<file path="config.mk">
export PLATFORM = sky130hd
export DESIGN_NAME = sha1_pad
export DESIGN_NICKNAME = d
export VERILOG_FILES = /design/src/rtl/sha1_pad.sv
export SDC_FILE = /design/constraint.sdc
export NUM_CORES = 1
export LEC_CHECK = 0
export ABC_AREA = 1
export CELL_PAD_IN_SITES_DETAIL_PLACEMENT = 1
export CELL_PAD_IN_SITES_GLOBAL_PLACEMENT = 1
export CORE_MARGIN = 2
export CORE_UTILIZATION = 42
export DETAILED_ROUTE_END_ITERATION = 7
export PLACE_DENSITY_LB_ADDON = 0.05
export SYNTH_ARGS = -nofsm -noshare
export SYNTH_HDL_FRONTEND = slang
export SYNTH_SLANG_ARGS = --single-unit
</file>
<file path="constraint.sdc">
create_clock -name clk -period 2.2 [get_ports clk]
set_clock_uncertainty 0.15 [all_clocks]
set_input_delay 0.55 -clock clk [delete_from_list [all_inputs] [get_ports clk]]
set_output_delay 0.55 -clock clk [all_outputs]
set_load 0.01 [all_outputs]
</file>
<file path="src/rtl/sha1_pad.sv">
// SHA-1 message padder: packs a byte stream into 512-bit blocks, appends the 0x80
// marker, zero fill and the 64-bit bit length, and streams each block to a SHA-1 core.
module sha1_pad #(
  parameter int LEN_W = 64
) (
  input  logic        clk,
  input  logic        rst_n,
  input  logic        in_valid,
  input  logic [7:0]  in_data,
  input  logic        in_last,
  output logic        in_ready,
  input  logic        core_rdy,
  input  logic        core_done,
  output logic [31:0] core_msg,
  output logic        core_write_en,
  output logic        blk_last,
  output logic        busy
);

  typedef enum logic [2:0] {
    FILL      = 3'd0,
    PAD       = 3'd1,
    WAIT_RDY  = 3'd2,
    SEND      = 3'd3,
    WAIT_DONE = 3'd4
  } state_t;

  state_t             state_q, state_d;
  // Byte k of the block lives at [511-8k -: 8], so word w is [511-32w -: 32].
  logic [511:0]       buf_q, buf_d;
  logic [6:0]         pos_q, pos_d;
  logic [LEN_W-1:0]   len_q, len_d;
  logic               pad_pend_q, pad_pend_d;
  logic               len_pend_q, len_pend_d;
  logic               final_q, final_d;
  logic [3:0]         word_q, word_d;
  logic               in_ready_q;
  logic [63:0]        len64_s;

  always_comb begin
    len64_s              = 64'd0;
    len64_s[LEN_W-1:0]   = len_q;
  end

  always_comb begin
    state_d    = state_q;
    buf_d      = buf_q;
    pos_d      = pos_q;
    len_d      = len_q;
    pad_pend_d = pad_pend_q;
    len_pend_d = len_pend_q;
    final_d    = final_q;
    word_d     = word_q;
    case (state_q)
      FILL: begin
        if (in_valid && in_ready_q) begin
          buf_d[511 - 8*int'(pos_q[5:0]) -: 8] = in_data;
          pos_d = pos_q + 7'd1;
          len_d = len_q + LEN_W'(8);
          if (in_last) begin
            pad_pend_d = 1'b1;
            state_d    = PAD;
          end else if (pos_q == 7'd63) begin
            final_d = 1'b0;
            state_d = WAIT_RDY;
          end else begin
            state_d = FILL;
          end
        end else begin
          state_d = FILL;
        end
      end
      PAD: begin
        if (pad_pend_q && (pos_q < 7'd64)) begin
          for (int k = 0; k < 64; k++) begin
            if (k > int'(pos_q)) begin
              buf_d[511 - 8*k -: 8] = 8'h00;
            end else if (k == int'(pos_q)) begin
              buf_d[511 - 8*k -: 8] = 8'h80;
            end else begin
              buf_d[511 - 8*k -: 8] = buf_q[511 - 8*k -: 8];
            end
          end
          pad_pend_d = 1'b0;
          if (pos_q <= 7'd55) begin
            buf_d[63:0] = len64_s;
            len_pend_d  = 1'b0;
            final_d     = 1'b1;
          end else begin
            len_pend_d = 1'b1;
            final_d    = 1'b0;
          end
        end else if (pad_pend_q) begin
          // Final byte filled the block: marker and length go into the next one.
          len_pend_d = 1'b1;
          final_d    = 1'b0;
        end else begin
          buf_d[63:0] = len64_s;
          len_pend_d  = 1'b0;
          final_d     = 1'b1;
        end
        state_d = WAIT_RDY;
      end
      WAIT_RDY: begin
        if (core_rdy) begin
          word_d  = 4'd0;
          state_d = SEND;
        end else begin
          state_d = WAIT_RDY;
        end
      end
      SEND: begin
        if (word_q == 4'd15) begin
          buf_d   = 512'd0;
          pos_d   = 7'd0;
          word_d  = 4'd0;
          state_d = WAIT_DONE;
        end else begin
          word_d  = word_q + 4'd1;
          state_d = SEND;
        end
      end
      WAIT_DONE: begin
        if (core_done) begin
          if (pad_pend_q || len_pend_q) begin
            state_d = PAD;
          end else if (final_q) begin
            len_d   = {LEN_W{1'b0}};
            state_d = FILL;
          end else begin
            state_d = FILL;
          end
        end else begin
          state_d = WAIT_DONE;
        end
      end
      default: begin
        state_d = FILL;
      end
    endcase
  end

  // State and datapath registers.
  always_ff @(posedge clk or negedge rst_n) begin
    if (!rst_n) begin
      state_q    <= FILL;
      buf_q      <= 512'd0;
      pos_q      <= 7'd0;
      len_q      <= {LEN_W{1'b0}};
      pad_pend_q <= 1'b0;
      len_pend_q <= 1'b0;
      final_q    <= 1'b0;
      word_q     <= 4'd0;
      in_ready_q <= 1'b0;
    end else begin
      state_q    <= state_d;
      buf_q      <= buf_d;
      pos_q      <= pos_d;
      len_q      <= len_d;
      pad_pend_q <= pad_pend_d;
      len_pend_q <= len_pend_d;
      final_q    <= final_d;
      word_q     <= word_d;
      in_ready_q <= (state_d == FILL);
    end
  end

  assign in_ready      = in_ready_q;
  assign core_write_en = (state_q == SEND);
  assign core_msg      = (state_q == SEND) ? buf_q[511 - 32*int'(word_q) -: 32] : 32'd0;
  assign blk_last      = (state_q == SEND) && final_q;
  assign busy          = (state_q != FILL);

endmodule

</file>
Yosys cells after proc, flatten, opt, wreduce, memory -nomap -nowiden
Index checks and enable logic that the tools add are counted.
- input port bits: 14
- register bits after elaboration: 594
- logic and storage cells: 541
- reduce and logical (&&, ||, !) cells: 82
- muxes and demuxes: 169
- shifts and indexed selects: 3
- $add $sub $neg: 6
- magnitude comparators: 65
- eq/ne operators: 144
- operators by type and width (cell ; number):
    $pmux 512 s3 ; 1
    $mux 512 ; 2
    $mux 8 ; 127
    $shiftx 543x10->32 ; 1
    $shift 8x33->519 const A ; 1
    $shiftx 8x33->519 ; 1
    $bwmux 512 ; 1
    $mux 448 ; 1
    $mux 64 ; 7
    $reduce_and 5->1 ; 65
    $eq 7x7->1 const A ; 32
    $gt 6x7->1 const A ; 32
    $ne 3x3->1 const B ; 56
    $pmux 64 s2 ; 1
    $eq 6x7->1 const A ; 16
    $gt 5x7->1 const A ; 16
    $add 64x4->64 const B ; 1
    $eq 5x7->1 const A ; 8
    $gt 4x7->1 const A ; 8
    $ne 5x5->1 const B ; 8
    $neg 10->33 ; 1
    $mux 32 ; 1
    $eq 4x7->1 const A ; 4
    $gt 3x7->1 const A ; 4
    34 further kinds ; 74

Longest topological paths before layout
- depth in word-level cells: 6
- depth in mapped cells: 13
- mapped depth without buffers: 12

Least setup slack after synthesis
OpenSTA, ideal clock, no wires.
- kind: flip-flop to output port
- start point: register word_q[1]
- end point: output port core_msg[3]
- arrival time: 1.704 ns
- setup slack: -0.204 ns
- stages on the path, launching flop included: 9
- cell sequence: dfrtp_1 inv_1 clkbuf_1 buf_2 buf_2 o21ai_0 o211ai_1 nand3_1 a21oi_1
- cells in the longest elaborated chain, start to end: 3
- RTL lines (what ; line ; text):
    start: declaration ; 36 ; logic [3:0] word_q, word_d;
    start signal: assignment ; 163 ; word_q <= word_d;
    $sub 9x9->10 ; 170 ; assign core_msg = (state_q == SEND) ? buf_q[511 - 32*int'(word_q) -: 32] : 32'd0;
    $shiftx 543x10->32 ; 170 ;
    $mux 32 ; 170 ;
    end: declaration ; 14 ; output logic [31:0] core_msg,
No other way between the ends.

Worst setup path after layout
- start point: register word_q[0]
- end point: output port core_msg[7]
The elaborated chain is that of the path after synthesis.

==> qor.csv <==
stage;metric;value;unit
status;status;complete, but fails checks;
status;failed_checks;setup timing;
logic_synthesis;synthMuxAreaShare;0.00145;
routing;drt-vias-per-instance;6.06;
routing;drc_errors;0;
cells_and_area;area.growth.synth_to_final;40.9;%
cts;max-clock-path-buffers;3;
timing;post-route-period-util;1.49;
timing;layout_min_cycle_time;3.27;ns
logic_synthesis;netlist.area_leader.share;0.427;
cells_and_area;post_route_cells_drive_above_1_share;0.259;
setup_path;timing.critical_path.arrival;2.57;ns
floorplanning;design.portCount;50;
power_and_ir_drop;cellLeakagePower;23.5;nW
logic_synthesis;main_combinational_cell_family_by_area_after_synthesis;simple AND/OR/NAND/NOR gates;
logic_synthesis;ys_dominant_reg_cell;dfrtp_1;
timing;rsz_0062_raised_after_global_routing;yes;
power_and_ir_drop;power_density;1460;nW/um2
global_routing;grt_antenna_before_repair;3;
run;drv.max_cap_violation_count;0;
setup_path;criticalPathCategory;reg2out;
logic_synthesis;most_numerous_cell_in_the_yosys_netlist;nand2_1;
power_and_ir_drop;cellInternalPower;0.0374;W
logic_synthesis;synth-seq-area-share;0.427;
routing;drt-total-wl;191000;um
routing;drt_iter0_markers;4652;
cts;clock_tree.htree_level_count;3;
placement;hpwl;136000;um
logic_synthesis;gate_count_of_the_mapped_netlist;4941;
floorplanning;floorplan.die_area;84700;um2
power_and_ir_drop;power.share.sequential;0.206;
cts;insertion_delay;0.64;ns
placement;placed_cells;6720;
logic_synthesis;xor_xnor_share_of_the_synthesized_area;0;
cts;clk_root_buffer_cell;clkbuf_16;
logic_synthesis;synth.cells.most_frequent;nand2_1 (1397), o21ai_0 (683), dfrtp_1 (591);
routing;dr_total_vias;42100;
logic_synthesis;yosysWarnings;0;
global_routing;grt-ovfl-total;0;
routing;dr.pass1.iters;6;
timing;max_slew_margin;0.536;
setup_path;cp-end-kind;output port;
setup_path;worstSetupStartpointType;flop;
logic_synthesis;synth-seq-cells;591;
timing;drv_slew;0;
timing;timing.final.hold_violations;0;
floorplanning;floorplan.rows;105;
logic_synthesis;synth_edf_count;0;
power_and_ir_drop;power.clock.fraction;0.178;
cts;tritoncts.num_buffers;72;
floorplanning;die_h;291;um
floorplanning;coreArea;81800;um2
logic_synthesis;yosysUniqueCellTypes;54;
logic_synthesis;synth_nets;4963;
floorplanning;start_util;0.423;
min_path;worst_hold_path_type;in2async;
timing;tightest_slew;0.692;ns
logic_synthesis;simple_gate_portion_of_the_synthesized_area;0.302;
placement;port_buffers;49;
cts;cts.sink_count;591;
logic_synthesis;synth-async-reset-ratio;1.00;
logic_synthesis;synthesis.area;34600;um2
timing;setup_ws_final;-1.07;ns
floorplanning;die-width;291;um
setup_path;cp_data_required_time;1.50;ns
cells_and_area;nNetsFinal;5844;
setup_path;regToRegSetupSlack;-0.72;ns
logic_synthesis;synthesis.area_per_instance;7.00;um2
routing;routedWlPerCell;27.4;um
global_routing;maximum_number_of_pins_on_one_net_before_global_route_repair;86;
cts;cts.reportedPaths.clkPinSlew;0.08;ns
cts;tritoncts;built;
logic_synthesis;compound_gate_fraction_of_synth_area;0.190;
power_and_ir_drop;vdd_ir_drop_max;0.000961;V
global_routing;grt_pass1_vias;42300;
routing;detail-route-antenna-nets;0;
power_and_ir_drop;netSwitchingPower;0.0337;W
logic_synthesis;ys_top_cells_by_area;dfrtp_1 (43%), nand2_1 (15%), o21ai_0 (9.9%);
power_and_ir_drop;p_sw_frac;0.473;
setup_path;path_max_fanout;13;
cells_and_area;layout.cells.non_filler;6948;
timing;worst_hold_slack;0.251;ns
power_and_ir_drop;total_power;0.0711;W
logic_synthesis;synth.largest_area_cell;dfrtp_1;
global_routing;grt_pass1_wl;272000;um
placement;gp_congestion;1.04;
global_routing;grt_usage;0.428;
logic_synthesis;post_synth_fa_ha_maj_area_fraction;0.00289;
timing;report.final.setup_viol;587;
power_and_ir_drop;combPwrFrac;0.616;
timing;achievable-frequency;0.306;GHz
sequential cells by signal (all words and copies together), names as in the netlist:
signal and cells:
len64_s 61, state_q 3, word_q 4, final_q 1, in_ready 1, buf_q 512
pad_pend_q 1, pos_q 7, len_pend_q 1
metrics by stage:
| stage | cell area (um2) | TNS (ns) | worst slack [ns] | util |
|---|---|---|---|---|
| after global placement | 43400 | -286.07 | -0.943 | 0.531 |
| final | 48700 | -308.44 | -1.07 | 0.595 |
| after global routing | 48700 | -353.48 | -1.11 | 0.595 |
| after floorplan | 34700 | -0.0265 | -0.0265 | - |
| after CTS | 46900 | -226.37 | -1.00 | 0.574 |
| after detailed placement | 43400 | -316.07 | -0.973 | 0.531 |
metal layers:
metal	global-route usage	routed length, um
met1	0.586	77400
met2	0.657	83000
met3	0.0728	18100
met4	0.206	12200
met5	0	19
critical path, cell delays in order (launching register included):
cell and delay (ns):
dfrtp_4 0.54, buf_12 0.19, buf_4 0.16, buf_4 0.16, nor2_1 0.23, o22ai_1 0.15, o211ai_1 0.24, a21oi_2 0.10
buf_2 0.15
what timing repair did:
action / CTS / global route
setup endpoints to repair: 582 / 612
buffers inserted: 25 / 45
pin swaps: 81 / 96
hold buffers: 1 / 0
resized for setup: 360 / 344
cloned: 15 / 15
endpoints found under the hold margin: 84 / 0
logic make-up after synthesis:
logic type,Yosys count
AOI/OAI and AO/OA,1180
adders and majority gates,8
buffers and inverters,667
DFF,591
muxes,5
and+or+nand+nor,2490
cell type report:
type	count	area (um2)
antenna	1	2.50
clock buffer	109	2190
clock inverter	20	253
fill	10200	33100
inverter	440	1730
multi-input combinational	3685	18400
sequential	591	14800
tap	1070	1340
timing repair buffer	1030	9950
timing repair inverter	2	40.0
path summary, 6_finish.rpt:
kind	from	depth (start not counted)	endpoint
min	rst_n	2	buf_q[328]
min reg2reg	buf_q[465]	2	buf_q[465]
max	word_q[0]	8	core_msg[7]
max reg2reg	word_q[1]	18	buf_q[271]
min in group clk	buf_q[465]	2	buf_q[465]
max in group asynchronous	rst_n	4	buf_q[480]
power groups by stage:
| stage | clock network [W] | logic [W] | registers [W] |
|---|---|---|---|
| final | 0.0127 | 0.0438 | 0.0146 |
| after global routing | 0.0131 | 0.0456 | 0.0148 |
| after CTS | 0.0127 | 0.0377 | 0.0145 |
| after detailed placement | 0 | 0.0346 | 0.0146 |
| after global placement | 0 | 0.0338 | 0.0146 |
| after floorplan | 0 | 0.0164 | 0.0139 |
placed cells by master, fill, tap and decap left out, drive strengths merged, types with 2 or more instances in the layout:
master and instances:
a21oi 196, a22oi 2, a31oi 8, and2 5, buf 1002, bufbuf 2
bufinv 5, clkbuf 121, clkdlybuf4s50 13, clkinv 22, dfrtp 591, ha 8
inv 434, mux2i 5, nand2 1421, nand3 300, nand3b 5, nand4 139
nor2 588, nor3 29, o211ai 101, o21a 3, o21ai 765, o21bai 5
o221ai 30, o22ai 51, o31ai 13
(Power assumes the default switching activity.)
